===== config.mk =====
export PLATFORM = sky130hd
export DESIGN_NAME = wave_timebase_flat
export DESIGN_NICKNAME = d
export VERILOG_FILES = /design/src/rtl/wave_pkg.sv /design/src/rtl/wave_timebase_if.sv /design/src/rtl/wave_tick_div.sv /design/src/rtl/wave_timebase.sv /design/src/flat_wrapper.sv
export SDC_FILE = /design/constraint.sdc
export NUM_CORES = 1
export LEC_CHECK = 0
export CORE_ASPECT_RATIO = 1.5
export CORE_MARGIN = 2
export CORE_UTILIZATION = 50
export CTS_CLUSTER_DIAMETER = 200
export DETAILED_ROUTE_END_ITERATION = 12
export PLACE_DENSITY = 0.82
export SLEW_MARGIN = 15
export SYNTH_ARGS = -nofsm -noshare
export SYNTH_HDL_FRONTEND = slang
export SYNTH_SLANG_ARGS = --single-unit

===== constraint.sdc =====
create_clock -name clk -period 8.36 [get_ports clk]
set_input_delay 1.672 -clock clk [delete_from_list [all_inputs] [get_ports clk]]
set_output_delay 1.672 -clock clk [all_outputs]
set_load 0.01 [all_outputs]

===== src/rtl/wave_pkg.sv =====
// Shared types for the wave datapath: FSM state encoding and the amp/freq/phase/period set
// held in both the shadow and active registers of wave_timebase.
package wave_pkg;
   localparam int W_DEFAULT = 16;

   typedef enum logic {
      IDLE = 1'b0,
      RUN  = 1'b1
   } state_e;

   typedef struct packed {
      logic [W_DEFAULT-1:0] amp;
      logic [W_DEFAULT-1:0] freq;
      logic [W_DEFAULT-1:0] phase;
      logic [W_DEFAULT-1:0] period;
   } wave_cfg_t;
endpackage


===== src/rtl/wave_timebase_if.sv =====
// Config offer channel into wave_timebase: valid/ready carrying one amp/freq/phase/period set.
interface wave_timebase_if #(
   parameter int W = wave_pkg::W_DEFAULT
);
   logic         cfg_valid;
   logic         cfg_ready;
   logic [W-1:0] cfg_amp;
   logic [W-1:0] cfg_freq;
   logic [W-1:0] cfg_phase;
   logic [W-1:0] cfg_period;

   modport master (
      output cfg_valid, cfg_amp, cfg_freq, cfg_phase, cfg_period,
      input  cfg_ready
   );

   modport slave (
      input  cfg_valid, cfg_amp, cfg_freq, cfg_phase, cfg_period,
      output cfg_ready
   );
endinterface


===== src/rtl/wave_tick_div.sv =====
// Free-running 0..CLK_DIV-1 cycle counter with synchronous clear; tc is high on the last count.
module wave_tick_div #(
   parameter int CLK_DIV = 4
) (
   input  logic clk,
   input  logic rst_n,
   input  logic clr,
   output logic tc
);
   localparam int            CW   = (CLK_DIV > 1) ? $clog2(CLK_DIV) : 1;
   localparam logic [CW-1:0] LAST = CW'(CLK_DIV - 1);

   logic [CW-1:0] cnt_q, cnt_d;

   always_comb begin
      cnt_d = cnt_q + CW'(1);
      if (clr || (cnt_q == LAST)) cnt_d = '0;
   end

   always_ff @(posedge clk or negedge rst_n) begin
      if (!rst_n) cnt_q <= '0;
      else        cnt_q <= cnt_d;
   end

   assign tc = (cnt_q == LAST);
endmodule


===== src/rtl/wave_timebase.sv =====
// Sample-index timebase; config sets arrive via handshake and are applied only when t wraps.
// Optional macro WAVE_TB_SYNC_EN adds sync_in, whose rising edge restarts the period.
module wave_timebase
   import wave_pkg::*;
#(
   parameter int CLK_DIV = 4,
   parameter int W       = W_DEFAULT
) (
   input  logic           clk,
   input  logic           rst_n,
   input  logic           enable,
`ifdef WAVE_TB_SYNC_EN
   input  logic           sync_in,
`endif
   wave_timebase_if.slave cfg,
   output logic [W-1:0]   amp,
   output logic [W-1:0]   freq,
   output logic [W-1:0]   phase,
   output logic [W-1:0]   t,
   output logic           sample_stb,
   output logic           running
);
   state_e       state_q, state_d;
   logic [W-1:0] t_q, t_d;
   logic         stb_q, stb_d;
   wave_cfg_t    active_q, active_d, shadow_q, shadow_d;
   logic         pending_q, pending_d;
   logic         cfg_ready_q, cfg_ready_d;
   logic         tick, div_clr, sync_fire, apply, xfer;
   logic [W-1:0] last_t;

   wave_tick_div #(.CLK_DIV(CLK_DIV)) u_div (
      .clk   (clk),
      .rst_n (rst_n),
      .clr   (div_clr),
      .tc    (tick)
   );

`ifdef WAVE_TB_SYNC_EN
   // Two synchroniser flops plus one history flop for rising-edge detection.
   logic [2:0] sync_q, sync_d;
   assign sync_d = {sync_q[1:0], sync_in};
   always_ff @(posedge clk or negedge rst_n) begin
      if (!rst_n) sync_q <= '0;
      else        sync_q <= sync_d;
   end
   assign sync_fire = (state_q == RUN) && sync_q[1] && !sync_q[2];
`else
   assign sync_fire = 1'b0;
`endif

   assign div_clr = (state_q != RUN) || !enable || sync_fire;
   assign last_t  = W'(active_q.period - W_DEFAULT'(1));
   assign xfer    = cfg.cfg_valid && cfg_ready_q;

   always_comb begin
      state_d  = state_q;
      t_d      = t_q;
      stb_d    = 1'b0;
      active_d = active_q;
      shadow_d = shadow_q;
      apply    = 1'b0;
      unique case (state_q)
         IDLE: begin
            t_d   = '0;
            apply = pending_q;
            if (enable) begin
               state_d = RUN;
               stb_d   = 1'b1;
            end
         end
         RUN: begin
            if (!enable) begin
               state_d = IDLE;
               t_d     = '0;
            end else if (sync_fire) begin
               t_d   = '0;
               stb_d = 1'b1;
               apply = pending_q;
            end else if (tick) begin
               stb_d = 1'b1;
               if (t_q == last_t) begin
                  t_d   = '0;
                  apply = pending_q;
               end else begin
                  t_d = t_q + W'(1);
               end
            end
         end
         default: state_d = IDLE;
      endcase
      // A transfer needs cfg_ready (no pending), so it never coincides with an apply.
      pending_d = pending_q;
      if (apply) begin
         active_d  = shadow_q;
         pending_d = 1'b0;
      end
      if (xfer) begin
         shadow_d.amp    = W_DEFAULT'(cfg.cfg_amp);
         shadow_d.freq   = W_DEFAULT'(cfg.cfg_freq);
         shadow_d.phase  = W_DEFAULT'(cfg.cfg_phase);
         shadow_d.period = W_DEFAULT'(cfg.cfg_period);
         pending_d       = 1'b1;
      end
      cfg_ready_d = !pending_d;
   end

   always_ff @(posedge clk or negedge rst_n) begin
      if (!rst_n) begin
         state_q     <= IDLE;
         t_q         <= '0;
         stb_q       <= 1'b0;
         active_q    <= '0;
         shadow_q    <= '0;
         pending_q   <= 1'b0;
         cfg_ready_q <= 1'b1;
      end else begin
         state_q     <= state_d;
         t_q         <= t_d;
         stb_q       <= stb_d;
         active_q    <= active_d;
         shadow_q    <= shadow_d;
         pending_q   <= pending_d;
         cfg_ready_q <= cfg_ready_d;
      end
   end

   assign cfg.cfg_ready = cfg_ready_q;
   assign amp           = W'(active_q.amp);
   assign freq          = W'(active_q.freq);
   assign phase         = W'(active_q.phase);
   assign t             = t_q;
   assign sample_stb    = stb_q;
   assign running       = (state_q == RUN);
endmodule


===== src/flat_wrapper.sv =====
// flat-port wrapper written by rule: the top's interface ports become plain ports
module wave_timebase_flat import wave_pkg::*;
#(
   parameter int CLK_DIV = 4,
   parameter int W       = W_DEFAULT
)
  (clk, rst_n, enable, amp, freq, phase, t, sample_stb, running, cfg_cfg_valid, cfg_cfg_amp, cfg_cfg_freq, cfg_cfg_phase, cfg_cfg_period, cfg_cfg_ready);
  wave_timebase_if #(.W(W)) cfg_i ();
  input  logic clk;
  input  logic rst_n;
  input  logic enable;
  output logic [W-1:0] amp;
  output logic [W-1:0] freq;
  output logic [W-1:0] phase;
  output logic [W-1:0] t;
  output logic sample_stb;
  output logic running;
  input wire logic [$bits(cfg_i.cfg_valid)-1:0] cfg_cfg_valid;
  input wire logic [$bits(cfg_i.cfg_amp)-1:0] cfg_cfg_amp;
  input wire logic [$bits(cfg_i.cfg_freq)-1:0] cfg_cfg_freq;
  input wire logic [$bits(cfg_i.cfg_phase)-1:0] cfg_cfg_phase;
  input wire logic [$bits(cfg_i.cfg_period)-1:0] cfg_cfg_period;
  output wire logic [$bits(cfg_i.cfg_ready)-1:0] cfg_cfg_ready;
  assign cfg_i.cfg_valid = cfg_cfg_valid;
  assign cfg_i.cfg_amp = cfg_cfg_amp;
  assign cfg_i.cfg_freq = cfg_cfg_freq;
  assign cfg_i.cfg_phase = cfg_cfg_phase;
  assign cfg_i.cfg_period = cfg_cfg_period;
  assign cfg_cfg_ready = cfg_i.cfg_ready;
  wave_timebase #(.CLK_DIV(CLK_DIV), .W(W)) u_core (.clk(clk), .rst_n(rst_n), .enable(enable), .cfg(cfg_i), .amp(amp), .freq(freq), .phase(phase), .t(t), .sample_stb(sample_stb), .running(running));
endmodule

== Word level (Yosys, flattened, before mapping) ==
Index checks and enable logic that the tools add are counted.

* Flip-flop bits (word level): 150
* Bits of input ports: 68
* Output and inout port bits: 67
* Word-level logic and storage cells: 41

* Add/subtract/negate cells: 3
* Equality and inequality tests: 3
* Muxes and demuxes: 15
* Bitwise logic cells: 1
* Reduce and logical (&&, ||, !) cells: 5

{| class="wikitable"
|+ Operators with widths
! kind !! count
|-
| $mux 16 || 3
|-
| $pmux 16 s2 || 1
|-
| $add 16x1->16 const B || 1
|-
| $eq 16x16->1 || 1
|-
| $sub 16x1->16 const B || 1
|-
| $mux 1 || 8
|-
| $pmux 1 s2 || 2
|-
| $ne 3x3->1 const B || 1
|-
| $add 2x1->2 const B || 1
|-
| $eq 2x2->1 const B || 1
|-
| $logic_not 1->1 || 2
|-
| $logic_or 1x1->1 || 2
|-
| $mux 2 || 1
|-
| $logic_and 1x1->1 || 1
|-
| $not 1->1 || 1
|}

== Depth between registers and ports, before layout ==
* Depth after elaboration: 9
* Gate-level depth with buffers: 12
* Gate-level depth less buffers: 10

== Modules after synthesis ==
From an unflattened synthesis, not the netlist that was laid out.

* Cells, all modules: 801
* Area, all modules: 8375.5 um^2

{| class="wikitable"
|+ Modules (own cells, without submodules)
! module !! instances !! cells each !! area each (um^2) !! sequential area each (um^2)
|-
| wave_timebase || 1 || 796 || 8290.5 || 3704.8
|-
| wave_tick_div || 1 || 5 || 85.1 || 50.0
|}

== Worst setup path before layout ==
No wires, ideal clock.

* Path kind: register to register
* Start point: register u_core.active_q[6] (netlist name)
* End point: register u_core.active_q[3] (netlist name)
* Setup time: 0.128 ns
* Arrival: 2.871 ns
* Data required time: 8.232 ns
* Setup slack: 5.361 ns
* Cell stages (with the launch flop): 11
* Buffers on the path: 2
* Clock period less this slack: 2.999 ns
* Path through: dfrtp_1 -> buf_2 -> or4_1 -> or3_1 -> nor4_1 -> xnor2_1 -> nand4_2 -> nor4_2 -> a21oi_4 -> buf_6 -> mux2_1

* Longest elaborated chain between the ends: 6

{| class="wikitable"
|+ RTL lines
! what !! RTL line !! source
|-
| start: declaration || wave_timebase.sv:26 || <nowiki>wave_cfg_t active_q, active_d, shadow_q, shadow_d;</nowiki>
|-
| start signal: assignment || wave_timebase.sv:121 || <nowiki>active_q <= active_d;</nowiki>
|-
| $sub 16x1->16 || wave_timebase.sv:53 || <nowiki>assign last_t = W'(active_q.period - W_DEFAULT'(1));</nowiki>
|-
| $eq 16x16->1 || wave_timebase.sv:82 || <nowiki>if (t_q == last_t) begin</nowiki>
|-
| $mux 1 || wave_timebase.sv:82 ||
|-
| $mux 1 || wave_timebase.sv:80 || <nowiki>end else if (tick) begin</nowiki>
|-
| $mux 1 || wave_timebase.sv:73 || <nowiki>if (!enable) begin</nowiki>
|-
| $pmux 1 s2 || wave_timebase.sv:63 || <nowiki>unique case (state_q)</nowiki>
|}

No other way between the ends.
A chain may end at the register's enable or synchronous reset.

== Worst setup path after layout ==
* Start point: register u_core.active_q[6] (netlist name)
* End point: register u_core.active_q[6] (netlist name)

Same word-level chain as after synthesis.

==> results.txt <==
status -> completed
number of synthesized flops with an enable pin -> 0
Area contributors post-synth -> dfrtp_1 55%, mux2_2 13%, mux2_1 8.9%, buf_4 5.4%, xnor2_1 2.3%
Met2 Wirelength -> 7395 um
area of the multi-input gates -> 2471 um2
fmax -> 252.1 MHz
family with the most delay on the worst path -> simple AND/OR/NAND/NOR gates
WL met1 -> 5072 um
die area -> 14430 um2
Clk Latency, worst-skew pair -> 410 ps
top post-synthesis cells by count -> 149 x dfrtp_1, 75 x mux2_2, 53 x mux2_1
Post-Synth Simple-Gate Area -> 0.06818
Fin. Hold Viols -> 0
worst hold slack -> 440.1 ps
Max stage delay cell, worst path -> a21oi_4
Die Ht -> 146.1 um
Synth Area in Compound Gates -> 0.04607
row count -> 51
crit path DAT -> 4260 ps
hold-fix buffers at CTS -> 0
post-synthesis mux area share -> 0.2155
# fillers -> 973
FF+latch count, synth -> 150
Root Buffer Master -> clkbuf_16
sequential cell area fraction in the yosys report -> 0.5575
PwrDens -> 290.4 nW/um2
global-route wire length before repair -> 22370 um
Yosys cell types -> 45
Max stage delay on crit path -> 730 ps
Iter 0 DRT Violations -> 141
Req. time, crit path -> 8650 ps
layout cells sized above 1 -> 0.1924
Tot GR Track Use -> 0.1946
most common cell in the netlist -> dfrtp_1
Max Root-Sink Buffers -> 2
Hold Crit Class -> reg2reg
gpl congestion -> 0.9352
core box area -> 13080 um2
Layout Cells excl Fill -> 767
largest family of logic cells by synthesized area -> multiplexers
pin count of the biggest net entering global routing -> 100
post-CTS resize count -> 0
Leak -> 3.597 nW
clk_skew -> 8.687 ps
CP Class -> reg2reg
# DRC -> 0
worst-path maximum fanout -> 37
XOR/XNOR Fraction of Synth Area -> 0.03121
cell chain of the critical path -> or4_1 -> or3_1 -> nor4_1 -> xnor2_1 -> nand4_2 -> nor4_2 -> a21oi_4 -> buf_4 -> mux2_2
CTS tree -> yes
htree depth -> 4
Buffers on Ports -> 134
DR WL/cell -> 17.45 um
post-synthesis adder-cell area fraction -> 0.005573
Final Max Tran Viols -> 0
placed cells -> 735
n_diodes -> 0
gr ovfl total -> 0
Post-Route WL -> 13390 um
Period minus WS final -> 3967 ps
post-synth top area cell -> dfrtp_1
clk slew on worst S/H paths -> 60 ps
Synth top area share -> 0.5536
Tightest Pin Transition -> 928.8 ps
IO Pins -> 135
total power -> 2.432 mW
DIE WIDTH -> 98.77 um
initial antenna violation count -> 0
fin crit share -> 0.4746
Post-Syn Instances -> 506
fin util -> 0.6403
maximum VDD drop -> 173.3 uV
vias in the first global route -> 4497
top_reg_cell synth -> dfrtp_1
Top Metal Used -> met4
unrepaired setup endpoints after global routing -> no
setup violators final -> 0
number of synthesis warnings -> 0
TNS Setup -> 0 ps
Register Area -> 3755 um2
Mapped Area -> 6735 um2
number of setup buffers added after CTS -> 0
routed length on met3 -> 631 um
CP Buf/Inv Count -> 1
Worst slew margin -> 0.3794
HPWL after DPL -> 9421 um
CP Launch Type -> flop
Routed Antenna Nets -> 0
Nets -> 666
crit end category -> flop
FFs w/ async S/R, synth -> 1.000
First-pass DRT Iterations -> 6
syn_area_per_cell -> 13.31 um2
max cap viols -> 0
vias per inst -> 5.435
CTS buffer count -> 17
Initial Utilization -> 0.5149
total nets after synthesis -> 577
clock sinks -> 150
Syn-to-layout area delta -> 24.35%
total number of vias -> 4169
-- logic make-up (layout without fill, tap and decap cells) --
group | Yosys count | in the layout
XOR/XNOR | 24 | 24
AO/OA/AOI/OAI | 43 | 43
multiplexers | 129 | 129
AND/OR/NAND/NOR | 82 | 82
adder cells (fa/ha/maj) | 3 | 3
flip-flops | 150 | 150
buffers and inverters | 75 | 177
-- registers in the layout, summed over array words and instances (netlist names) --
name,cells
u_core.sample_stb,1
u_core.u_div.cnt_q,2
u_core.active_q,16
u_core.shadow_q,64
u_core.cfg.cfg_ready,1
u_core.pending_q,1
u_core.phase,16
u_core.amp,16
u_core.t,16
u_core.running,1
u_core.freq,16
-- metrics by stage --
stage | setup WS, ps | area, um2
floorplan | 5361 | 6735
global placement | 4137 | 7824
global route | 4119 | 8376
detailed placement | 4102 | 7824
CTS | 4392 | 8376
finish | 4393 | 8376
-- routing by layer --
| layer | vias to the layer above | GRT usage |
|---|---|---|
| met5 | - | 0 |
| met4 | 0 | 0.08014 |
| met3 | 22 | 0.04117 |
| met2 | 133 | 0.3537 |
| met1 | 2096 | 0.2178 |
| li1 | 1918 | - |
-- final cells by class --
class / count / area share
clock inverter: 12 / 0.01255
timing repair buffer: 138 / 0.1639
clock buffer: 20 / 0.05333
tap: 159 / 0.02375
multi-input combinational: 281 / 0.2950
sequential: 150 / 0.4483
inverter: 7 / 0.003137
-- worst register-to-register path, delay by kind of cell, from the launching register on --
| kind | cells | cell delay (ps) |
|---|---|---|
| mux | 1 | 410 |
| xor+xnor | 1 | 130 |
| simple gates | 5 | 1540 |
| buf+inv | 1 | 580 |
| compound gates | 1 | 730 |
| flops | 1 | 450 |
-- power breakdown --
part           internal, mW  total [mW]  switching, mW
Combinational         0.393       0.657          0.264
Sequential            0.931        1.07          0.143
Clock                 0.416       0.702          0.285
Total                  1.74        2.43          0.691
-- final timing paths --
path	cells past startpoint	from	slack, ps	to
hold reg to reg	1	u_core.u_div.cnt_q[0]$_DFF_PN0_	440	u_core.u_div.cnt_q[0]$_DFF_PN0_
setup / recovery	9	u_core.active_q[6]$_DFFE_PN0P_	4390	u_core.active_q[6]$_DFFE_PN0P_
setup reg to reg	9	u_core.active_q[6]$_DFFE_PN0P_	4390	u_core.active_q[6]$_DFFE_PN0P_
hold / removal	1	u_core.u_div.cnt_q[0]$_DFF_PN0_	440	u_core.u_div.cnt_q[0]$_DFF_PN0_
max in group asynchronous	2	rst_n	5800	u_core.active_q[13]$_DFFE_PN0P_
min in group asynchronous	1	rst_n	1350	u_core.shadow_q[30]$_DFFE_PN0P_
-- layout by cell type, fill, tap and decap left out, types with 2 or more instances in the layout --
cell	instances
nand2_1	13
a22o_1	3
nor3_1	7
inv_1	7
clkdlybuf4s50_1	133
xor2_1	6
mux2_1	53
mux2_2	75
a21oi_1	7
ha_1	3
o21ai_0	10
nand3_1	15
a221o_1	3
clkinv_2	5
xnor2_1	18
clkbuf_16	17
a21o_1	9
clkinvlp_4	2
or3_1	5
dfrtp_1	149
nor3b_1	4
clkbuf_1	2
nor2_1	13
or4_1	2
nor4_1	5
a31oi_1	2
nor2b_1	2
and3_1	9
clkinv_4	3
buf_4	4
Note: power is estimated with default switching activity, not from simulation.
